**src/rtl/crypto_seq_pkg.sv**
```systemverilog
// rtl/crypto_seq_pkg.sv - shared encodings, state enum and widths for the crypto job sequencer
package crypto_seq_pkg;

  localparam int KEY_W  = 168;
  localparam int DATA_W = 64;
  localparam int RSEL_W = 6;
  localparam int ALG_W  = 2;
  localparam int CNT_W  = 8;

  typedef enum logic [ALG_W-1:0] {
    ALG_DES3    = 2'd0,
    ALG_PRESENT = 2'd1,
    ALG_HIGHT   = 2'd2,
    ALG_ILLEGAL = 2'd3
  } alg_t;

  typedef enum logic [2:0] {
    ST_IDLE,
    ST_LOAD_KEY,
    ST_LOAD_DATA,
    ST_RUN,
    ST_DRAIN,
    ST_CAPTURE,
    ST_RESP
  } state_t;

endpackage

```
**src/rtl/crypto_job_sequencer_if.sv**
```systemverilog
// rtl/crypto_job_sequencer_if.sv - host job request / response channel bundle
// master: host side (offers jobs, accepts results)
// slave : sequencer side (accepts jobs, returns results)
interface crypto_job_sequencer_if;
  import crypto_seq_pkg::*;

  logic                req_valid;
  logic                req_ready;
  logic [ALG_W-1:0]    req_alg;
  logic                req_decrypt;
  logic [KEY_W-1:0]    req_key;
  logic [DATA_W-1:0]   req_data;
  logic                rsp_valid;
  logic                rsp_ready;
  logic [DATA_W-1:0]   rsp_data;
  logic [ALG_W-1:0]    rsp_alg;
  logic                rsp_err;

  modport master (
    output req_valid, req_alg, req_decrypt, req_key, req_data, rsp_ready,
    input  req_ready, rsp_valid, rsp_data, rsp_alg, rsp_err
  );

  modport slave (
    input  req_valid, req_alg, req_decrypt, req_key, req_data, rsp_ready,
    output req_ready, rsp_valid, rsp_data, rsp_alg, rsp_err
  );

endinterface

```
**src/rtl/crypto_seq_counter.sv**
```systemverilog
// rtl/crypto_seq_counter.sv - loadable up-counter with terminal flag
// Ports: clk, reset (async, active-high), load (restart at 0 with new limit),
//        en (count up), limit, count, done (count == latched limit)
module crypto_seq_counter
  import crypto_seq_pkg::*;
#(
  parameter int W = CNT_W
) (
  input  logic         clk,
  input  logic         reset,
  input  logic         load,
  input  logic         en,
  input  logic [W-1:0] limit,
  output logic [W-1:0] count,
  output logic         done
);

  logic [W-1:0] limit_q;

  always_ff @(posedge clk or posedge reset) begin
    if (reset) begin
      count   <= '0;
      limit_q <= '0;
    end else if (load) begin
      count   <= '0;
      limit_q <= limit;
    end else if (en && !done) begin
      count <= count + 1'b1;
    end
  end

  assign done = (count == limit_q);

endmodule

```
**src/rtl/crypto_job_sequencer.sv**
```systemverilog
// rtl/crypto_job_sequencer.sv - host-side job sequencer for the DES3/PRESENT/HIGHT engine
// Ports: clk, reset (async, active-high); bus (job request / response, slave side);
//        eng_* outputs drive the engine's data, key, select and load pins;
//        eng_output / eng_ready_o come back from the engine.
module crypto_job_sequencer
  import crypto_seq_pkg::*;
#(
  parameter int DES_ROUNDS     = 16,
  parameter int PRESENT_CYCLES = 32,
  parameter int PIPE_LAT       = 2,
  parameter int HIGHT_TIMEOUT  = 64
) (
  input  logic                  clk,
  input  logic                  reset,
  crypto_job_sequencer_if.slave bus,
  output logic [DATA_W-1:0]     eng_input,
  output logic [KEY_W-1:0]      eng_key,
  output logic [ALG_W-1:0]      eng_sel,
  output logic [RSEL_W-1:0]     eng_roundSel,
  output logic                  eng_decrypt,
  output logic                  eng_op,
  output logic                  eng_key_load,
  output logic                  eng_data_load,
  output logic                  eng_post_rdy,
  input  logic [DATA_W-1:0]     eng_output,
  input  logic                  eng_ready_o
);

  localparam logic [CNT_W-1:0] DES_LIM   = CNT_W'(DES_ROUNDS - 1);
  localparam logic [CNT_W-1:0] PRE_LIM   = CNT_W'(PRESENT_CYCLES - 1);
  localparam logic [CNT_W-1:0] HIGHT_LIM = CNT_W'(HIGHT_TIMEOUT - 1);
  localparam logic [CNT_W-1:0] DRAIN_LIM = CNT_W'(PIPE_LAT - 1);

  state_t             state;
  logic [ALG_W-1:0]   alg_q;
  logic               decrypt_q;
  logic               cnt_load;
  logic               cnt_en;
  logic [CNT_W-1:0]   cnt_limit;
  logic [CNT_W-1:0]   cnt;
  logic               cnt_done;

  // One counter serves RUN and DRAIN: it is reloaded on entry to RUN and
  // again on the RUN->DRAIN transition.
  always_comb begin
    cnt_load  = 1'b0;
    cnt_en    = 1'b0;
    cnt_limit = '0;
    case (state)
      ST_LOAD_DATA: begin
        cnt_load = 1'b1;
        if (alg_q == ALG_DES3)         cnt_limit = DES_LIM;
        else if (alg_q == ALG_PRESENT) cnt_limit = PRE_LIM;
        else                           cnt_limit = HIGHT_LIM;
      end
      ST_RUN: begin
        if (cnt_done) begin
          cnt_load  = 1'b1;
          cnt_limit = DRAIN_LIM;
        end else begin
          cnt_en = 1'b1;
        end
      end
      ST_DRAIN: cnt_en = 1'b1;
      default: ;
    endcase
  end

  crypto_seq_counter #(.W(CNT_W)) u_counter (
    .clk   (clk),
    .reset (reset),
    .load  (cnt_load),
    .en    (cnt_en),
    .limit (cnt_limit),
    .count (cnt),
    .done  (cnt_done)
  );

  // Job fields stay latched until the next accept so the engine sees stable
  // select/direction for the whole job (DES3 uses decrypt unregistered).
  assign eng_sel      = alg_q;
  assign bus.rsp_alg  = alg_q;
  assign eng_decrypt  = decrypt_q;
  assign eng_op       = decrypt_q;
  assign eng_roundSel = (state == ST_RUN && alg_q == ALG_DES3) ? RSEL_W'(cnt) : '0;

  always_ff @(posedge clk or posedge reset) begin
    if (reset) begin
      state         <= ST_IDLE;
      bus.req_ready <= 1'b1;
      bus.rsp_valid <= 1'b0;
      bus.rsp_err   <= 1'b0;
      bus.rsp_data  <= '0;
      alg_q         <= '0;
      decrypt_q     <= 1'b0;
      eng_input     <= '0;
      eng_key       <= '0;
      eng_key_load  <= 1'b0;
      eng_data_load <= 1'b0;
      eng_post_rdy  <= 1'b0;
    end else begin
      eng_key_load  <= 1'b0;
      eng_data_load <= 1'b0;
      eng_post_rdy  <= 1'b0;
      case (state)
        ST_IDLE: begin
          if (bus.req_valid) begin
            alg_q         <= bus.req_alg;
            decrypt_q     <= bus.req_decrypt;
            eng_input     <= bus.req_data;
            eng_key       <= bus.req_key;
            bus.req_ready <= 1'b0;
            if (bus.req_alg == ALG_ILLEGAL) begin
              state         <= ST_RESP;
              bus.rsp_valid <= 1'b1;
              bus.rsp_err   <= 1'b1;
              bus.rsp_data  <= '0;
            end else begin
              state        <= ST_LOAD_KEY;
              eng_key_load <= 1'b1;
            end
          end
        end
        ST_LOAD_KEY: begin
          state         <= ST_LOAD_DATA;
          eng_data_load <= 1'b1;
        end
        ST_LOAD_DATA: state <= ST_RUN;
        ST_RUN: begin
          if (alg_q == ALG_HIGHT) begin
            if (eng_ready_o) begin
              state <= ST_CAPTURE;
            end else if (cnt_done) begin
              state         <= ST_RESP;
              bus.rsp_valid <= 1'b1;
              bus.rsp_err   <= 1'b1;
              bus.rsp_data  <= '0;
            end
          end else if (cnt_done) begin
            state <= ST_DRAIN;
          end
        end
        ST_DRAIN: if (cnt_done) state <= ST_CAPTURE;
        ST_CAPTURE: begin
          state         <= ST_RESP;
          bus.rsp_valid <= 1'b1;
          bus.rsp_err   <= 1'b0;
          bus.rsp_data  <= eng_output;
        end
        ST_RESP: begin
          if (bus.rsp_ready) begin
            state         <= ST_IDLE;
            bus.rsp_valid <= 1'b0;
            bus.req_ready <= 1'b1;
            eng_post_rdy  <= (alg_q == ALG_HIGHT);
          end
        end
        default: state <= ST_IDLE;
      endcase
    end
  end

endmodule

```
**src/flat_wrapper.sv**
```systemverilog
// flat-port wrapper written by rule: the top's interface ports become plain ports
module crypto_job_sequencer_flat import crypto_seq_pkg::*;
#(
  parameter int DES_ROUNDS     = 16,
  parameter int PRESENT_CYCLES = 32,
  parameter int PIPE_LAT       = 2,
  parameter int HIGHT_TIMEOUT  = 64
)
  (clk, reset, eng_input, eng_key, eng_sel, eng_roundSel, eng_decrypt, eng_op, eng_key_load, eng_data_load, eng_post_rdy, eng_output, eng_ready_o, bus_req_valid, bus_req_alg, bus_req_decrypt, bus_req_key, bus_req_data, bus_rsp_ready, bus_req_ready, bus_rsp_valid, bus_rsp_data, bus_rsp_alg, bus_rsp_err);
  crypto_job_sequencer_if bus_i ();
  input  logic clk;
  input  logic reset;
  output logic [DATA_W-1:0] eng_input;
  output logic [KEY_W-1:0] eng_key;
  output logic [ALG_W-1:0] eng_sel;
  output logic [RSEL_W-1:0] eng_roundSel;
  output logic eng_decrypt;
  output logic eng_op;
  output logic eng_key_load;
  output logic eng_data_load;
  output logic eng_post_rdy;
  input  logic [DATA_W-1:0] eng_output;
  input  logic eng_ready_o;
  input wire logic [$bits(bus_i.req_valid)-1:0] bus_req_valid;
  input wire logic [$bits(bus_i.req_alg)-1:0] bus_req_alg;
  input wire logic [$bits(bus_i.req_decrypt)-1:0] bus_req_decrypt;
  input wire logic [$bits(bus_i.req_key)-1:0] bus_req_key;
  input wire logic [$bits(bus_i.req_data)-1:0] bus_req_data;
  input wire logic [$bits(bus_i.rsp_ready)-1:0] bus_rsp_ready;
  output wire logic [$bits(bus_i.req_ready)-1:0] bus_req_ready;
  output wire logic [$bits(bus_i.rsp_valid)-1:0] bus_rsp_valid;
  output wire logic [$bits(bus_i.rsp_data)-1:0] bus_rsp_data;
  output wire logic [$bits(bus_i.rsp_alg)-1:0] bus_rsp_alg;
  output wire logic [$bits(bus_i.rsp_err)-1:0] bus_rsp_err;
  assign bus_i.req_valid = bus_req_valid;
  assign bus_i.req_alg = bus_req_alg;
  assign bus_i.req_decrypt = bus_req_decrypt;
  assign bus_i.req_key = bus_req_key;
  assign bus_i.req_data = bus_req_data;
  assign bus_i.rsp_ready = bus_rsp_ready;
  assign bus_req_ready = bus_i.req_ready;
  assign bus_rsp_valid = bus_i.rsp_valid;
  assign bus_rsp_data = bus_i.rsp_data;
  assign bus_rsp_alg = bus_i.rsp_alg;
  assign bus_rsp_err = bus_i.rsp_err;
  crypto_job_sequencer #(.DES_ROUNDS(DES_ROUNDS), .PRESENT_CYCLES(PRESENT_CYCLES), .PIPE_LAT(PIPE_LAT), .HIGHT_TIMEOUT(HIGHT_TIMEOUT)) u_core (.clk(clk), .reset(reset), .bus(bus_i), .eng_input(eng_input), .eng_key(eng_key), .eng_sel(eng_sel), .eng_roundSel(eng_roundSel), .eng_decrypt(eng_decrypt), .eng_op(eng_op), .eng_key_load(eng_key_load), .eng_data_load(eng_data_load), .eng_post_rdy(eng_post_rdy), .eng_output(eng_output), .eng_ready_o(eng_ready_o));
endmodule
```
**config.mk**
```make
export PLATFORM = sky130hd
export DESIGN_NAME = crypto_job_sequencer_flat
export DESIGN_NICKNAME = d
export VERILOG_FILES = /design/src/rtl/crypto_seq_pkg.sv /design/src/rtl/crypto_job_sequencer_if.sv /design/src/rtl/crypto_seq_counter.sv /design/src/rtl/crypto_job_sequencer.sv /design/src/flat_wrapper.sv
export SDC_FILE = /design/constraint.sdc
export NUM_CORES = 1
export LEC_CHECK = 0
export BUFFER_PORTS_ARGS = -buffer_cell sky130_fd_sc_hd__buf_4
export CAP_MARGIN = 20
export CORE_AREA = 2 2 240 242
export DETAILED_ROUTE_END_ITERATION = 12
export DIE_AREA = 0 0 242 244
export PLACE_DENSITY = 0.46
export SLEW_MARGIN = 5
export SYNTH_ARGS = -nofsm -noshare
export SYNTH_HDL_FRONTEND = slang
export SYNTH_SLANG_ARGS = --single-unit
```
**constraint.sdc**
```tcl
create_clock -name clk -period 12.3 [get_ports clk]
set_clock_uncertainty 0.15 [all_clocks]
set_input_delay 0.615 -clock clk [delete_from_list [all_inputs] [get_ports clk]]
set_output_delay 0.615 -clock clk [all_outputs]
set_load 0.01 [all_outputs]
```
# Word-level counts from Yosys, hierarchy flattened
# Index checks and enable logic that the tools add are counted.
# totals
ff_bits	324
latchBits	0
mem_bits_rw	0
mem_bits_ro	0
inputBits	304
output_inout_bits	314
memories	0
# op_classes
add_sub_neg	1
mul	0
div_mod_pow	0
order_cmp	0
eq_ne	19
shift	0
muxes	43
bitwise_logic	0
reduce_logical	14
# op_table
operator	count
$mux W64	5
$pmux W64 S3	1
$mux W3	8
$mux W8	3
$pmux W3 S7	1
$mux W1	17
$pmux W8 S2	1
$mux W6	2
$ne A2 B2 Y1 const B	6
$eq A3 B3 Y1 const B	3
$add A8 B1 Y8 const B	1
$eq A8 B8 Y1	1
$reduce_and A7 Y1	1
$eq A3 B2 Y1 const B	2
$ne A3 B3 Y1 const B	2
$pmux W1 S2	3
$reduce_and A6 Y1	1
$reduce_and A5 Y1	1
$eq A2 B2 Y1 const B	2
$pmux W1 S4	1
$reduce_bool A2 Y1	2
$reduce_bool A4 Y1	1
$eq A3 B1 Y1 const B	1
$logic_not A3 Y1	1
other kinds (9)	10

# Depth between registers and ports, before layout
# Gate-level depths: netlist of the first run.
# logic_depth
ltp_word	6
mapped_depth	8

# By module
# A second synthesis of the first run with hierarchy kept.
# unflattened
cells_unflattened	1282
hier_area_um2	12404.4
# by_module_without_submodules
module	instances	cells_each	area_each_um2
crypto_job_sequencer	1	1210	11592.4
crypto_seq_counter	1	72	812.0

# Worst setup path after synthesis of the first run
# Ideal clock, no wire load.
# synth_timing
kind	register -> register
start	register u_core.u_counter.count[2]
end	register u_core.u_counter.limit_q[4]
setup_time_ns	0.139
arrival_ns	2.136
t_required_ns	12.011
setup_slack_ns	9.875
path_stages_with_launch	8
period_less_slack_ns	2.425
path_cell_list	dfrtp_1 buf_2 or4_1 a2111o_1 or2_1 buf_6 a21oi_4 o32ai_1
# synth_between
elab_chain_len	3
# synth_lines
element	line	source
from (decl)	crypto_seq_counter.sv:14	output logic [W-1:0] count,
from (signal assigned)	crypto_seq_counter.sv:28	count <= count + 1'b1;
$eq A8 B8 Y1	crypto_seq_counter.sv:32	assign done = (count == limit_q);
$mux W1	crypto_job_sequencer.sv:57	if (cnt_done) begin
$pmux W1 S2	crypto_job_sequencer.sv:49	case (state)
to (signal assigned)	crypto_seq_counter.sv:26	limit_q <= limit;
to (decl)	crypto_seq_counter.sv:18	logic [W-1:0] limit_q;
# Every way passes these cells.
# A chain may end at the register's enable or synchronous reset.

# Final worst setup path of the first run
# layout_timing
start	register u_core.state[0]
end	register u_core.eng_key[124]
# layout_between
elab_chain_len	2
# layout_lines
element	line	source
from (decl)	crypto_job_sequencer.sv:34	state_t state;
from (signal assigned)	crypto_job_sequencer.sv:89	state <= ST_IDLE;
from (signal assigned)	crypto_job_sequencer.sv:114	state <= ST_RESP;
from (signal assigned)	crypto_job_sequencer.sv:119	state <= ST_LOAD_KEY;
$logic_not A3 Y1	crypto_job_sequencer.sv:105	case (state)
$reduce_and A2 Y1 (no line)	n/a	
to (signal assigned)	crypto_job_sequencer.sv:111	eng_key <= bus.req_key;
to (decl)	crypto_job_sequencer.sv:17	output logic [KEY_W-1:0] eng_key,
# Every way passes these cells.

==> results.tsv, run 1 <==
stage	metric	value	unit
clock_network	cts_buffers	39	
floorplanning	die-area	59000	um2
pwr	power.total	0.00517	W
worst_setup_path	cp_cell_sequence	nor2_1, and3_4, buf_4, buf_4, mux2_2	
pwr	p_sw	0.00172	W
sta	tightest_slew	0.969	ns
synth	synth_cells	784	
drt	via_count	9018	
clock_network	cts_setup_buffers	0	
floorplanning	placementRows	87	
worst_setup_path	cp.required	12.58	ns
layout	fill_cells	5673	
grt	antenna_found_initial	2	
worst_setup_path	worst_r2r_path_depth	5	
synth	async_flop_share	100	%
drt	ant_nets	0	
pwr	p_comb_share	42.1	%
grt	grt_pass1_vias	9731	
drt	viasPerCell	4.13	
synth	synth.distinct_cells	53	
sta	relSlewSlack	35.4	%
worst_setup_path	cp_num_buf_inv	2	
sta	max_clock_freq	0.254	GHz
sta	layout_min_cycle_time	3.93	ns
floorplanning	ioPinCount	618	
placement	io_buffer_count	617	
worst_setup_path	cp.depth	5	
job	maxCapViolCount	0	
grt	grt_pass1_wl	61100	um
clock_network	clk_latency	0.55	ns
worst_setup_path	worstPathArrival	4.21	ns
worst_setup_path	crit_family	buffers and inverters	
worst_setup_path	endpoint_kind	flop	
worst_setup_path	slowest_delay	0.85	ns
pwr	p_int	0.00345	W
grt	grt_max_degree	121	
synth	syn_area	12200	um2
sta	hold_viol_final	0	
drt	drcViolationCount	0	
synth	synthXorXnorAreaFrac	0.504	%
drt	drt-initial-drc-count	321	
clock_network	clk_path_buf_depth	3	
sta	finalMaxSlewViolations	0	
synth	synth_compound_area_share	6.81	%
sta	setup_viol	0	
worst_setup_path	crit_fanout	72	
run_status	status	finished, final reports clean	
floorplanning	die_w	242	um
clock_network	clock-sinks	320	
synth	synth_seq_cells	320	
min_path	hp-class	input pin to async pin	
synth	synth-simple-area-share	2.69	%
sta	tns	0	ns
clock_network	hold_buffers	0	
clock_network	cts_tree	yes	
grt	globalRouteOverflowTotal	0	
floorplanning	initial_core_util	21.7	%
drt	routed_wl	40800	um
pwr	seq_power_share	37.0	%
pwr	ir_worst_vdd	0.126	mV
drt	route.detailed.wl_per_inst	18.7	um
clock_network	cts_max_level	2	
drt	drt_pre_antenna_iters	4	
synth	synth-main-ff-cell	dfrtp_1	
synth	yosysWarnings	0	
sta	rsz0062_at_grt	no	
worst_setup_path	crit_top_cell	buf_4	
pwr	p_clk_share	21.0	%
clock_network	post_cts_resized	0	
grt	grt.total_usage	13.3	%
pwr	leakagePower	8.91	nW
synth	synthMuxAreaShare	21.8	%
worst_setup_path	cpMaxStageDelayCell	buf_4	
synth	synthAdderAreaFrac	0.103	%
synth	synth-edff-count	0	
floorplanning	die_h	244	um
layout	finish.net_count	1703	
pwr	p_per_area	276	nW/um2
layout	syn2layout_area_growth	54.2	%
worst_setup_path	timing.critical_path.from_type	flop	
synth	syn_area_per_cell	15.5	um2
worst_setup_path	criticalPathCategory	flop to flop	
synth	yosysSeqAreaShare	65.8	%
layout	drive_gt1_share	64.4	%
synth	synth_nets	1089	
clock_network	clk_pin_slew	0.06	ns
floorplanning	coreArea	56200	um2
synth	synth_top_family_by_area	multiplexers	
clock_network	cts_root_buffer	clkbuf_16	
placement	dp_hpwl	30000	um
placement	gp_congestion	0.807	
pwr	sw_frac_of_total	33.3	%
sta	period_share	32.0	%
-- worst paths after layout --
kind                                 startpoint                      end  slack, ns
min reg2reg                u_core.bus.req_ready     u_core.bus.req_ready       0.31
max reg2reg                     u_core.state[0]      u_core.eng_key[124]       8.37
min in group clk                 eng_output[43]  u_core.bus.rsp_data[43]       0.13
min                                       reset  u_core.bus.rsp_data[48]        0.1
max in group asynchronous                 reset       u_core.eng_key[16]      10.31
max                             u_core.state[0]      u_core.eng_key[124]       8.37
-- layout make-up --
cell class	count	area (um2)	area share, %
Timing Repair Buffer	625	4690	25.0
Antenna cell	2	5.00	0.0267
Sequential cell	320	8010	42.7
Multi-Input combinational cell	404	3890	20.8
Tap cell	756	946	5.04
Clock inverter	4	60.1	0.320
Clock buffer	62	1110	5.94
Inverter	8	37.5	0.200
-- worst register-to-register path, delay by kind of cell (launching register included) --
kind | cells | cell delay [ns]
buffers and inverters | 2 | 1.68
flip-flops | 1 | 0.60
multiplexers | 1 | 0.44
AND/OR/NAND/NOR | 2 | 0.96
-- power by group through the flow --
| stage | Sequential, W | Combinational [W] | Clock [W] |
|---|---|---|---|
| 2_1_floorplan | 0.00211 | 0.000846 | 0 |
| 3_3_place_gp | 0.00191 | 0.00221 | 0 |
| 3_5_place_dp | 0.00192 | 0.00221 | 0 |
| 4_1_cts | 0.00192 | 0.00222 | 0.00113 |
| 5_1_grt | 0.00199 | 0.00233 | 0.00117 |
| 6_report | 0.00191 | 0.00217 | 0.00108 |
-- layer usage --
layer | up-vias | GRT usage (%) | wire length (um)
met5 | - | 0 | 0
met4 | 0 | 3.96 | 826
met3 | 50 | 5.63 | 3890
met2 | 412 | 23.3 | 20800
met1 | 4501 | 14.8 | 15300
li1 | 4055 | - | -
-- cell families (layout without fill, tap and decap cells) --
group | count (synthesis) | count (layout)
AO/OA/AOI/OAI | 101 | 101
multiplexers | 235 | 235
buffers and inverters | 60 | 699
adder cells (fa/ha/maj) | 1 | 1
other | 0 | 2
XOR/XNOR | 7 | 7
AND/OR/NAND/NOR | 60 | 60
flip-flops | 320 | 320
-- placed cells by master, fill, tap and decap left out, types with 6 or more instances in the layout --
master / n
and3_1: 6
clkbuf_1: 19
nand3_1: 6
mux2_2: 235
clkbuf_16: 40
buf_4: 625
dfrtp_1: 319
a22o_1: 64
o21ai_0: 7
nand2_1: 13
nor2_1: 12
inv_1: 7
-- synth_stat cells, types with 2 or more instances --
library cell	n	share of area [%]
dfrtp_1	319	66
nor2_1	12	0.37
a22o_1	64	4.6
nand4_1	3	0.15
and3b_1	2	0.14
mux2_2	235	22
and2_1	2	0.10
nand3b_1	2	0.12
a21oi_1	5	0.21
xor2_1	5	0.36
a32o_1	2	0.16
xnor2_1	2	0.14
o21ai_1	2	0.082
nand2b_1	2	0.10
or2_1	2	0.10
nand2_1	13	0.40
o22ai_1	2	0.10
nand3_1	6	0.25
buf_6	5	0.46
a31oi_1	3	0.15
inv_1	8	0.25
clkbuf_1	41	1.3
and3_1	7	0.36
o21ai_0	7	0.29
o2111ai_1	2	0.14
buf_4	4	0.25
-- through the flow --
stage / hold WS (ns) / worst slack (ns) / area [um2] / utilization (%) / cells
floorplan: 0.304 / 2.68 / 12200 / - / 784
global placement: 0.301 / 8.30 / 17600 / 31.3 / 2113
detailed placement: 0.304 / 8.28 / 17600 / 31.3 / 2113
CTS: 0.0878 / 8.29 / 18800 / 33.4 / 2179
global route: 0.109 / 8.10 / 18800 / 33.4 / 2181
finish: 0.0956 / 8.37 / 18800 / 33.4 / 2181
-- flip-flops by register name, indices dropped and copies added (netlist names), 2 cells and up --
name                      flops
u_core.bus.rsp_alg            2
u_core.u_counter.limit_q      4
u_core.state                  3
u_core.bus.rsp_data          64
u_core.eng_key              168
u_core.u_counter.count        8
u_core.eng_input             64
No activity file was read; power rests on OpenSTA's default activity.
==> inputs of run 2 (changes only) <==
- PLACE_DENSITY: 0.46 -> 0.47
- clock period: 12.3 -> 3.6 ns (I/O delays scaled with it)
==> results.tsv, run 2 (synthesized netlist as in run 1, its figures left out) <==
stage	metric	value	unit	change
floorplanning	initial_core_util	21.7	%	unchanged
layout	finish.net_count	2009		+18%
sta	max_clock_freq	0.354	GHz	+39%
drt	ant_nets	0		unchanged
grt	antenna_found_initial	2		unchanged
clock_network	cts_root_buffer	clkbuf_16		
sta	layout_min_cycle_time	2.82	ns	-1.11 ns
floorplanning	placementRows	87		unchanged
min_path	hp-class	input pin to flop		
run_status	status	finished, final reports clean		
clock_network	post_cts_resized	0		unchanged
layout	top_register	u_core.eng_key		
layout	fin_util	39.2	%	+5.8 points
grt	grt_pass1_wl	67400	um	+10%
sta	rsz0062_at_grt	no		
worst_setup_path	criticalPathCategory	flop to flop		
clock_network	clk_latency	0.53	ns	-0.02 ns
sta	setup_slack	0.779	ns	-7.59 ns
worst_setup_path	worstPathArrival	3.07	ns	-1.14 ns
sta	relSlewSlack	50.5	%	+15 points
drt	viasPerCell	4.09		-1.0%
floorplanning	ioPinCount	618		unchanged
drt	drt_pre_antenna_iters	4		unchanged
job	maxCapViolCount	0		unchanged
clock_network	cts_buffers	38		-2.6%
drt	via_count	10192		+13%
floorplanning	die_h	244	um	unchanged
sta	finalMaxSlewViolations	0		unchanged
worst_setup_path	startpoint	u_core.u_counter.count[1]		
clock_network	cts_max_level	2		unchanged
grt	met2_usage	24.7	%	+1.4 points
layout	layout_common_cells	buf_4, dfrtp_1, dlygate4sd3_1		
worst_setup_path	crit_fanout	66		-8.3%
drt	drt-initial-drc-count	358		+12%
drt	route.detailed.wl_per_inst	17.4	um	-6.7%
worst_setup_path	endpoint_kind	flop		
sta	holdWs	0.0675	ns	-0.0281 ns
floorplanning	die-area	59000	um2	unchanged
placement	dp_hpwl	30600	um	+1.9%
grt	grt_max_degree	121		unchanged
clock_network	cts_setup_buffers	0		unchanged
layout	drive_gt1_share	53.9	%	-10 points
clock_network	hold_buffers	303		+303
placement	post-place-cells	2117		+0.19%
layout	final_common_cell	buf_4		
placement	pre_cts_ws	0.818	ns	-7.47 ns
clock_network	cts_tree	yes		
floorplanning	die_w	242	um	unchanged
pwr	ir_worst_vdd	0.471	mV	+270%
layout	reg_top3	u_core.eng_key (168), u_core.bus.rsp_data (64), u_core.eng_input (64)		
placement	io_buffer_count	617		unchanged
grt	met3_usage	4.40	%	-1.2 points
layout	instances_no_fill	2491		+14%
placement	gp_congestion	0.827		+2.5%
min_path	min_from	bus_req_valid		
layout	fill_cells	5355		-5.6%
grt	grt_use_met1	17.1	%	+2.4 points
grt	globalRouteOverflowTotal	0		unchanged
sta	tightest_slew	0.743	ns	-0.226 ns
layout	multi_input_area	3890	um2	unchanged
worst_setup_path	timing.critical_path.from_type	flop		
drt	routed_wl	43500	um	+6.6%
sta	period_share	78.4	%	+46 points
sta	setup_viol	0		unchanged
grt	grt.busiest_layer	met2		
floorplanning	coreArea	56200	um2	unchanged
layout	largest_reg_flops	168		unchanged
sta	hold_viol_final	0		unchanged
clock_network	clk_path_buf_depth	3		unchanged
drt	drcViolationCount	0		unchanged
worst_setup_path	cp.required	3.85	ns	-8.73 ns
grt	grt.total_usage	14.4	%	+1.1 points
layout	ff_latch_area	8010	um2	unchanged
clock_network	clock-sinks	320		unchanged
pwr	p_per_area	829	nW/um2	+200%
layout	syn2layout_area_growth	81.0	%	
worst_setup_path	reg2reg_from	u_core.u_counter.count[1]		
clock_network	clk_pin_slew	0.06	ns	about the same
grt	grt_pass1_vias	11362		+17%
pwr	leakagePower	10.3	nW	+16%
==> run 2: worst paths after layout <==
| kind | to | slack (ns) | cells after the start |
|---|---|---|---|
| setup / recovery | u_core.bus.rsp_data[55] | 0.78 | 6 |
| hold / removal | u_core.state[0] | 0.07 | 5 |
| setup reg to reg | u_core.bus.rsp_data[55] | 0.78 | 6 |
| hold reg to reg | u_core.bus.req_ready | 0.32 | 2 |
| max in group asynchronous | u_core.eng_key[162] | 2.04 | 4 |
| min in group asynchronous | u_core.eng_input[32] | 0.15 | 3 |
==> run 2: area by class of cell <==
| type | count | area share (%) |
|---|---|---|
| Sequential cell | 320 | 36.4 |
| Timing Repair Buffer | 932 | 35.7 |
| Multi-Input combinational cell | 404 | 17.7 |
| Clock buffer | 58 | 5.36 |
| Tap cell | 756 | 4.30 |
| Clock inverter | 11 | 0.364 |
| Inverter | 8 | 0.153 |
| Antenna cell | 2 | 0.0227 |
==> run 2: critical path, cell delays in order (launching register included) <==
cell      delay, ns
dfrtp_1        0.48
or4_1          0.57
a2111o_1       0.55
nor3_2         0.22
o21ai_4        0.06
buf_4          0.35
a22o_1         0.29
==> run 2: power breakdown <==
| group | internal (W) | total (W) | switching [W] |
|---|---|---|---|
| clock network | 0.00233 | 0.00386 | 0.00153 |
| registers | 0.00543 | 0.00656 | 0.00114 |
| logic | 0.00444 | 0.00781 | 0.00337 |
==> run 2: metrics by stage <==
step	cell area [um2]	setup TNS, ns	total power, W
after floorplan	12200	-317.72	0.0101
after global placement	17700	0	0.0141
after detailed placement	17700	0	0.0142
after CTS	22000	0	0.0185
after global routing	22000	0	0.0193
final	22000	0	0.0182
==> run 2: routing by layer <==
metal,wire (um),vias up
met5,0,-
met4,1380,0
met3,3340,85
met2,21500,458
met1,17200,4961
li1,-,4688
==> inputs of run 3 (changes only) <==
- PLACE_DENSITY: 0.47 -> 0.46
- clock period: 3.6 -> 2.8 ns (I/O delays scaled with it)
==> results.tsv, run 3 (synthesized netlist as in run 1, its figures left out) <==
stage	metric	value	unit	change
run_status	status	finished, final reports clean		
layout	finish.net_count	2028		+0.95%
sta	layout_min_cycle_time	2.64	ns	-0.183 ns
floorplanning	initial_core_util	21.7	%	unchanged
grt	antenna_found_initial	2		unchanged
drt	via_count	10276		+0.82%
grt	grt_pass1_vias	11370		+0.070%
min_path	hp-class	input pin to async pin		
layout	top_register	u_core.eng_key		
grt	grt.total_usage	14.4	%	-0.040 points
placement	io_buffer_count	617		unchanged
worst_setup_path	cp_cell_sequence	or4_1, a2111o_1, or2_1, a21oi_4, o32ai_1		
clock_network	clock-sinks	320		unchanged
placement	post-place-cells	2134		+0.80%
worst_setup_path	criticalPathCategory	flop to flop		
sta	setup_viol	0		unchanged
worst_setup_path	cpMaxStageDelayCell	a2111o_1		
layout	largest_reg_flops	168		unchanged
layout	layout_common_cells	buf_4, dfrtp_1, dlygate4sd3_1		
sta	max_clock_freq	0.379	GHz	+6.9%
floorplanning	coreArea	56200	um2	unchanged
floorplanning	ioPinCount	618		unchanged
pwr	leakagePower	10.4	nW	+1.3%
layout	syn2layout_area_growth	83.2	%	
floorplanning	die_h	244	um	unchanged
worst_setup_path	slowest_delay	0.55	ns	-0.02 ns
floorplanning	die-area	59000	um2	unchanged
sta	rsz0062_at_grt	no		
job	maxCapViolCount	0		unchanged
clock_network	cts_max_level	2		unchanged
drt	drt-initial-drc-count	387		+8.1%
worst_setup_path	crit_fanout	10		-85%
grt	grt_max_degree	67		-45%
clock_network	clk_latency	0.54	ns	about the same
sta	tns	0	ns	unchanged
layout	fin_util	39.7	%	+0.48 points
layout	fill_cells	5393		+0.71%
sta	holdWs	0.0946	ns	+0.0271 ns
placement	dp_hpwl	30800	um	+0.94%
grt	grt_pass1_wl	67200	um	-0.36%
drt	wl_met1	16900	um	-1.6%
pwr	p_sw	0.00784	W	+30%
clock_network	cts_setup_buffers	0		unchanged
layout	reg_top3	u_core.eng_key (168), u_core.bus.rsp_data (64), u_core.eng_input (64)		
drt	routed_wl	43800	um	+0.86%
clock_network	cts_buffers	39		+2.6%
worst_setup_path	timing.critical_path.from_type	flop		
worst_setup_path	cp.required	3.06	ns	-0.79 ns
sta	relSlewSlack	63.8	%	+13 points
worst_setup_path	endpoint_kind	flop		
clock_network	clk_pin_slew	0.06	ns	about the same
drt	viasPerCell	4.09		about the same
pwr	ir_worst_vdd	0.556	mV	+18%
floorplanning	die_w	242	um	unchanged
layout	final_common_cell	buf_4		
sta	period_share	94.2	%	+16 points
drt	dr_wl_met3	3290	um	-1.3%
drt	topRoutingLayerUsed	met4		
sta	hold_viol_final	0		unchanged
pwr	sw_frac_of_total	32.8	%	-0.37 points
layout	instances_no_fill	2510		+0.76%
pwr	p_int	0.0161	W	+32%
pwr	power.total	0.0239	W	+31%
drt	drt_pre_antenna_iters	5		+1
drt	route.detailed.wl_per_inst	17.5	um	about the same
placement	gp_congestion	0.796		-3.7%
drt	drcViolationCount	0		unchanged
layout	drive_gt1_share	54.2	%	+0.27 points
worst_setup_path	worstPathArrival	2.90	ns	-0.17 ns
clock_network	cts_tree	yes		
clock_network	clk_path_buf_depth	3		unchanged
pwr	p_per_area	1070	nW/um2	+30%
pwr	p_clk_share	22.2	%	+1.0 points
floorplanning	placementRows	87		unchanged
pwr	p_comb_share	42.8	%	about the same
drt	ant_nets	0		unchanged
clock_network	cts_root_buffer	clkbuf_16		
drt	route.met2.wl	22200	um	+3.3%
pwr	seq_power_share	35.0	%	-1.0 points
sta	finalMaxSlewViolations	0		unchanged
sta	tightest_slew	0.542	ns	-0.201 ns
grt	globalRouteOverflowTotal	0		unchanged
## run 3: changes by cell type in the layout (fill, tap and decap cells not counted)
cell	previous run	this run
dlygate4sd3_1	303	304
bufinv_16	1	4
buf_4	620	633
clkinv_4	0	1
clkbuf_1	8	11
clkinv_2	10	4
buf_12	9	13
## run 3: repair_timing
item / 4_1_cts / 5_1_grt
setup endpoints to repair: 0 / 0
hold endpoints to repair: 415 / 0
hold buffers: 304 / 0
gates resized for setup: 0 / 0
## run 3: per-layer routing
layer	track usage [%]	vias up
li1	-	4730
met1	16.5	5039
met2	25.3	436
met3	4.36	71
met4	5.27	0
met5	0	-
## run 3: area by class of cell
cell class / instances / area, um2 / share of cell area (%)
diodes: 2 / 5.00 / 0.0225
well taps: 756 / 946 / 4.25
repair buffers: 950 / 8060 / 36.2
inverters: 8 / 33.8 / 0.152
multi-input cells: 404 / 3890 / 17.5
clock inverters: 9 / 149 / 0.668
flip-flops and latches: 320 / 8010 / 35.9
clock buffers: 61 / 1190 / 5.35
## run 3: power by group through the flow
stage	Combinational (W)	Sequential, W	Clock (W)
finish	0.0102	0.00838	0.00531
CTS	0.0104	0.00840	0.00551
global route	0.0109	0.00871	0.00568
floorplan	0.00371	0.00925	0
detailed placement	0.0100	0.00841	0
global placement	0.00991	0.00839	0
## run 3: stage by stage
step | instance area [um2] | worst slack, ns
after floorplan | 12200 | -1.76
after global placement | 17900 | 0.236
after detailed placement | 17900 | 0.193
after CTS | 22300 | 0.180
after global routing | 22300 | 0.0690
final | 22300 | 0.162
## run 3: worst paths after layout
| check | slack [ns] | startpoint | end | depth (start not counted) |
|---|---|---|---|---|
| max | 0.16 | u_core.u_counter.count[3] | u_core.u_counter.limit_q[4] | 5 |
| min | 0.09 | reset | u_core.eng_key[52] | 3 |
| max reg2reg | 0.16 | u_core.u_counter.count[3] | u_core.u_counter.limit_q[4] | 5 |
| min reg2reg | 0.32 | u_core.bus.req_ready | u_core.bus.req_ready | 2 |
| max in group asynchronous | 1.51 | reset | u_core.eng_key[142] | 5 |
| min in group clk | 0.22 | eng_output[58] | u_core.bus.rsp_data[58] | 3 |
## run 3: worst max-delay path: cells and delay by family (launching register included)
family,cells,cell delay [ns]
DFF,1,0.46
and+or+nand+nor,2,0.91
AOI/OAI and AO/OA,3,0.99
